**src/rtl/div_issue_ctrl.sv**
```systemverilog
// Issue/capture stage around a combinational FP divider: registers operands,
// holds them for a fixed settle window, then captures the quotient for a downstream handshake.
module div_issue_ctrl #(
  parameter int WIDTH         = 32,
  parameter int SETTLE_CYCLES = 4
) (
  input  logic             clk,
  input  logic             reset,
  input  logic             inValid,
  output logic             inReady,
  input  logic [WIDTH-1:0] inSrc1,
  input  logic [WIDTH-1:0] inSrc2,
  output logic [WIDTH-1:0] divSrc1,
  output logic [WIDTH-1:0] divSrc2,
  input  logic [WIDTH-1:0] divOut,
  input  logic             divFlag,
  output logic             outValid,
  input  logic             outReady,
  output logic [WIDTH-1:0] outData,
  output logic             outFlag,
  output logic             busy
);

  typedef enum logic [1:0] {IDLE, SETTLE, DONE} state_t;

  localparam logic [3:0] CNT_LOAD = 4'(SETTLE_CYCLES - 1);

  state_t           state_q, state_d;
  logic [3:0]       cnt_q, cnt_d;
  logic [WIDTH-1:0] src1_q, src1_d;
  logic [WIDTH-1:0] src2_q, src2_d;
  logic [WIDTH-1:0] out_data_q, out_data_d;
  logic             out_flag_q, out_flag_d;
  logic             out_valid_q, out_valid_d;
  logic             in_ready;

  always_comb begin
    state_d     = state_q;
    cnt_d       = cnt_q;
    src1_d      = src1_q;
    src2_d      = src2_q;
    out_data_d  = out_data_q;
    out_flag_d  = out_flag_q;
    out_valid_d = out_valid_q;
    in_ready    = 1'b0;

    case (state_q)
      IDLE: begin
        in_ready = 1'b1;
        if (inValid) begin
          src1_d  = inSrc1;
          src2_d  = inSrc2;
          cnt_d   = CNT_LOAD;
          state_d = SETTLE;
        end
      end
      SETTLE: begin
        // The divider output is only trusted at the final edge of the window.
        if (cnt_q != 4'd0) begin
          cnt_d = cnt_q - 4'd1;
        end else begin
          out_data_d  = divOut;
          out_flag_d  = divFlag;
          out_valid_d = 1'b1;
          state_d     = DONE;
        end
      end
      DONE: begin
        // Accepting while the result drains avoids a bubble between operations.
        in_ready = outReady;
        if (outReady) begin
          out_valid_d = 1'b0;
          if (inValid) begin
            src1_d  = inSrc1;
            src2_d  = inSrc2;
            cnt_d   = CNT_LOAD;
            state_d = SETTLE;
          end else begin
            state_d = IDLE;
          end
        end
      end
      default: state_d = IDLE;
    endcase
  end

  always_ff @(posedge clk) begin
    if (reset) begin
      state_q     <= IDLE;
      cnt_q       <= 4'd0;
      src1_q      <= '0;
      src2_q      <= '0;
      out_data_q  <= '0;
      out_flag_q  <= 1'b0;
      out_valid_q <= 1'b0;
    end else begin
      state_q     <= state_d;
      cnt_q       <= cnt_d;
      src1_q      <= src1_d;
      src2_q      <= src2_d;
      out_data_q  <= out_data_d;
      out_flag_q  <= out_flag_d;
      out_valid_q <= out_valid_d;
    end
  end

  assign inReady  = in_ready;
  assign divSrc1  = src1_q;
  assign divSrc2  = src2_q;
  assign outData  = out_data_q;
  assign outFlag  = out_flag_q;
  assign outValid = out_valid_q;
  assign busy     = (state_q == SETTLE);

endmodule
```
**config.mk**
```make
export PLATFORM = sky130hd
export DESIGN_NAME = div_issue_ctrl
export DESIGN_NICKNAME = d
export VERILOG_FILES = /design/src/rtl/div_issue_ctrl.sv
export SDC_FILE = /design/constraint.sdc
export NUM_CORES = 1
export LEC_CHECK = 0
export ABC_CLOCK_PERIOD_IN_PS = 1880
export BUFFER_PORTS_ARGS = -buffer_cell sky130_fd_sc_hd__buf_2
export CORE_ASPECT_RATIO = 0.5
export CORE_MARGIN = 2
export CORE_UTILIZATION = 44
export DETAILED_ROUTE_END_ITERATION = 8
export PLACE_DENSITY = 0.79
export SLEW_MARGIN = 20
export SYNTH_ARGS = -nofsm -noshare
export SYNTH_HDL_FRONTEND = slang
export SYNTH_SLANG_ARGS = --single-unit
```
**constraint.sdc**
```tcl
create_clock -name clk -period 1.88 [get_ports clk]
set_clock_uncertainty 0.1 [all_clocks]
set_input_delay 0.376 -clock clk [delete_from_list [all_inputs] [get_ports clk]]
set_output_delay 0.376 -clock clk [all_outputs]
set_load 0.02 [all_outputs]
```
After elaboration in Yosys (flattened, before gate mapping)
Cells that the tools add are included.

storage, ports and cells
  bits in registers = 104
  input port bits = 101
  output and inout bits = 100
  word-level logic and storage cells = 44

operators by class
  $add $sub $neg = 1
  eq/ne operators = 6
  muxes and demuxes = 19
  bitwise operators = 1
  reductions and logical operators = 10

operators by type and width
  cell                                                                 number
  32-bit two-way mux                                                   4
  32-bit one-hot mux with 2 select lines                               2
  4-bit two-way mux                                                    3
  4-bit one-hot mux with 3 select lines                                1
  3-bit AND reduction                                                  3
  2-bit two-way mux                                                    3
  2-bit != test (second input constant)                                3
  2-bit one-hot mux with 3 select lines                                1
  1-bit one-hot mux with 2 select lines                                2
  2-bit AND reduction                                                  2
  2-bit nonzero test                                                   2
  4-bit nonzero test                                                   1
  4-bit by 1-bit subtractor with 4-bit output (second input constant)  1
  1-bit two-way mux                                                    3
  3-bit nonzero test                                                   1
  2-bit by 1-bit == test with 1-bit output (second input constant)     1
  2-bit == test (second input constant)                                1
  2-bit zero test                                                      1
  2-bit by 1-bit != test with 1-bit output (second input constant)     1
  1-bit inverter                                                       1

Logic depth before layout (Yosys ltp)
  word-level depth = 3
  depth in mapped cells = 7
  depth with buffers taken out = 6

Least setup slack after synthesis
Ideal clock, no wire load.

  path kind = flip-flop to flip-flop
  start = reg cnt_q[0]
  end = reg out_data_q[27], in the netlist outData[27]
  library setup time = 68 ps
  data arrival time = 1283 ps
  setup slack = 430 ps
  stages on the path, launching flop included = 8
  buffers on the path = 1
  path through = dfxtp_1 inv_1 ha_1 nand2b_1 nor3_4 buf_6 nand2_1 a21oi_2

between the ends
  longest elaborated chain between the ends = 3

RTL lines
  item                                  line  RTL
  start: declaration                    29    logic [3:0] cnt_q, cnt_d;
  start signal: assignment              98    cnt_q <= cnt_d;
  4-bit nonzero test                    59    if (cnt_q != 4'd0) begin
  1-bit inverter (no source line)       -
  2-bit AND reduction (no source line)  -
  end signal: assignment                101   out_data_q <= out_data_d;
  end: declaration                      32    logic [WIDTH-1:0] out_data_q, out_data_d;

Every way passes these cells.
A chain may end at the register's enable or synchronous reset.

Final worst setup path
  start = reg state_q[1]
  end = out inReady

between the ends
  longest elaborated chain between the ends = 2

RTL lines
  item                                                     line  RTL
  start: declaration                                       28    state_t state_q, state_d;
  start signal: assignment                                 97    state_q <= state_d;
  2-bit == test / 2-bit zero test (equally long branches)  47    case (state_q)
  1-bit one-hot mux with 2 select lines (*)                47
  end: declaration                                         10    output logic inReady,

Mark *: on every way between the ends. The rest lies on a longest branch, timed or not.

==> results.sh <==
export IMPL_ys_seq_area_share_pct=55.2
export IMPL_ys_ff_latch=104
export IMPL_grt_first_pass_wirelength_um=14900
export IMPL_filler_cell_count=748
export IMPL_syn_area_per_cell_um2=8.08
export IMPL_synthXorXnorAreaFrac_pct=0
export IMPL_clockRootBuffer="clkbuf_16"
export IMPL_leakagePower_nw=2.41
export IMPL_core_area_mm2=0.00817
export IMPL_global_route_overflow_total=0
export IMPL_layout_worst_path_cycle_share_pct=90.6
export IMPL_number_of_buffers_inserted_by_port_buffering=200
export IMPL_grt_total_usage_pct=19.6
export IMPL_most_common_layout_cells="buf_2 (199), nand2_1 (196), dfxtp_1 (104)"
export IMPL_total_count_of_hold_check_failures_in_the_final_report=0
export IMPL_clkLatencyLatePin_ns=0.33
export IMPL_routability_congestion_estimate_from_global_placement=0.772
export IMPL_final_common_cell="buf_2"
export IMPL_dieHeight_um=69.5
export IMPL_chipWidth_um=135
export IMPL_clock_sinks=104
export IMPL_via_count=3630
export IMPL_routedWlPerCell_um=12.1
export IMPL_powerDensity_mw_per_mm2=992
export IMPL_maxSlewHeadroom_pct=69.6
export IMPL_synthDistinctLibCells=26
export IMPL_rsz0062_at_grt="false"
export IMPL_multiInputGateArea_mm2=0.00147
export IMPL_synth_cell_area_mm2=0.00377
export IMPL_number_of_antenna_violations_at_the_first_check_in_global_routing=0
export IMPL_slew_violations=0
export IMPL_placed_wire_length_estimate_um=6480
export IMPL_dp_worst_setup_slack_ns=0.182
export IMPL_first_global_vias=3212
export IMPL_antenna_cells=0
export IMPL_post_route_cells_drive_above_1_share_pct=35.2
export IMPL_run_status="completed"
export IMPL_cp_endpoint_kind="primary output"
export IMPL_post_synth_and_or_nand_nor_area_fraction_pct=22.8
export IMPL_layout_area_growth_over_synthesis_pct=35.3
export IMPL_io_pins=201
export IMPL_synth_top_area_share_pct=55.2
export IMPL_cts_repair_timing_setup_buffer_count=0
export IMPL_max_cap_violations=0
export IMPL_critPathRequiredTime_ns=1.40
export IMPL_synth_compound_gate_area_share_pct=15.5
export IMPL_fin_setup_tns_ns=0
export IMPL_number_of_buffers_added_to_fix_hold_violations_after_cts=0
export IMPL_clock_fmax_ghz=0.587
export IMPL_clk_transition_reported_paths_ns=0.07
export IMPL_post_synth_mux_area_share_pct=0
export IMPL_cts_made_buffers=9
export IMPL_vdd_ir_drop_max_mv=0.617
export IMPL_drt_vias_per_instance=4.70
export IMPL_grt_start_max_net_pins=65
export IMPL_final_nets=758
export IMPL_classification_of_the_worst_slack_hold_path="in2reg"
export IMPL_crit_path_max_fanout=6
export IMPL_final_antenna_net_count=0
export IMPL_ff2ff_path_depth=7
export IMPL_syn_nets=570
export IMPL_crit_arrival_ns=1.23
export IMPL_power_total_w=0.00507
export IMPL_max_clock_path_buffers=2
export IMPL_route_final_wire_length_um=9320
export IMPL_initial_utilization_pct=46.2
export IMPL_syn_inst=467
export IMPL_synthAdderAreaFrac_pct=0.663
export IMPL_period_minus_slack_ns=1.70
export IMPL_sequential_cell_area_mm2=0.00208
export IMPL_final_setup_viol_count=0
export IMPL_hold_depth=3
export IMPL_worst_setup_path_start_kind="register"
export IMPL_first_pass_iters=5
export IMPL_final_setup_slack_of_the_worst_path_ns=0.177
export IMPL_cts_htree_levels=3
export IMPL_timing_worst_setup_path_type="reg2out"
export IMPL_worstMarginPinSlew_ns=0.450
export IMPL_synthTopCellsByArea="dfxtp_1 (55%), nand2_1 (19%), a21oi_1 (14%), buf_6 (2.7%), clkbuf_1 (1.2%)"
export IMPL_detail_route_iter0_violations=201
export IMPL_synth_top_area_cell="dfxtp_1"
export IMPL_die_area_mm2=0.00938
export IMPL_ys_warn_count=0
export IMPL_cts_resized=0
export IMPL_tritoncts_clock_tree="done"
export IMPL_drc=0
export IMPL_row_count=23
export IMPL_dominant_combinational_cell_family_by_area_after_synthesis="simple AND/OR/NAND/NOR gates"
## routing by layer
layer  global-route usage, %  vias to the layer above  wire, µm
met5                       0                        -         0
met4                    7.18                        0       176
met3                    6.29                       14       543
met2                    35.6                      106      4820
met1                    21.6                     1626      3780
li1                        -                     1884         -
## per-stage QoR
step	cells	cell area [µm²]	util, %	hold slack (ns)
final	772	5110	62.5	0.169
after detailed placement	756	4820	59.0	0.343
after global placement	756	4820	59.0	0.339
after global routing	772	5110	62.5	0.157
after floorplan	467	3770	-	0.365
after CTS	772	5110	62.5	0.158
## worst max-delay path, stage by stage (launching register included)
cell,delay (ns)
dfxtp_1,0.41
nor2b_1,0.26
nor2_1,0.05
buf_2,0.17
## state kept, by name, summed over array words and instances (netlist names)
register and flops:
divSrc1 32, state_q 2, divSrc2 32, outValid 1, outData 32, cnt_q 4, outFlag 1
## synth_stat cells
library cell,number
buf_4,4
a21oi_2,3
a21o_1,1
nand2_1,196
nand2b_4,1
a211oi_1,3
o21ai_0,1
ha_1,2
nor2b_1,1
a21oi_1,102
a31oi_1,1
nand3_1,2
nor3_4,1
buf_6,9
dfxtp_1,104
clkbuf_1,12
inv_1,3
nand4b_1,1
nor2_1,5
inv_2,1
and3_1,1
o311ai_0,1
nand3_2,2
buf_2,6
nand2b_1,3
nor3_1,1
## logic make-up after synthesis
group / count (synthesis)
and+or+nand+nor: 214
AOI/OAI and AO/OA: 112
DFF: 104
buffers and inverters: 35
adders and majority gates: 2
## cell type report
type	count	area share [%]
clock buffer	13	5.29
clock inverter	3	0.294
inverter	4	0.294
multi-input combinational	328	28.8
sequential	104	40.8
tap	112	2.74
timing repair buffer	208	21.8
## worst paths after layout
kind / slack [ns] / endpoint / start
worst max register to register: 0.18 / outData[14]$_SDFFE_PP0P_ / cnt_q[0]$_SDFFE_PP0P_
worst min register to register: 0.35 / outData[29]$_SDFFE_PP0P_ / outData[29]$_SDFFE_PP0P_
worst min-delay path: 0.17 / outData[0]$_SDFFE_PP0P_ / divOut[0]
worst max-delay path: 0.18 / inReady / state_q[1]$_SDFFE_PP0P_
## power breakdown
part / total, W / internal (W) / switching [W]
sequential: 0.00243 / 0.00235 / 0.0000750
clock: 0.00176 / 0.00100 / 0.000762
combinational: 0.000878 / 0.000325 / 0.000553
Note: power is estimated with default switching activity, not from simulation.
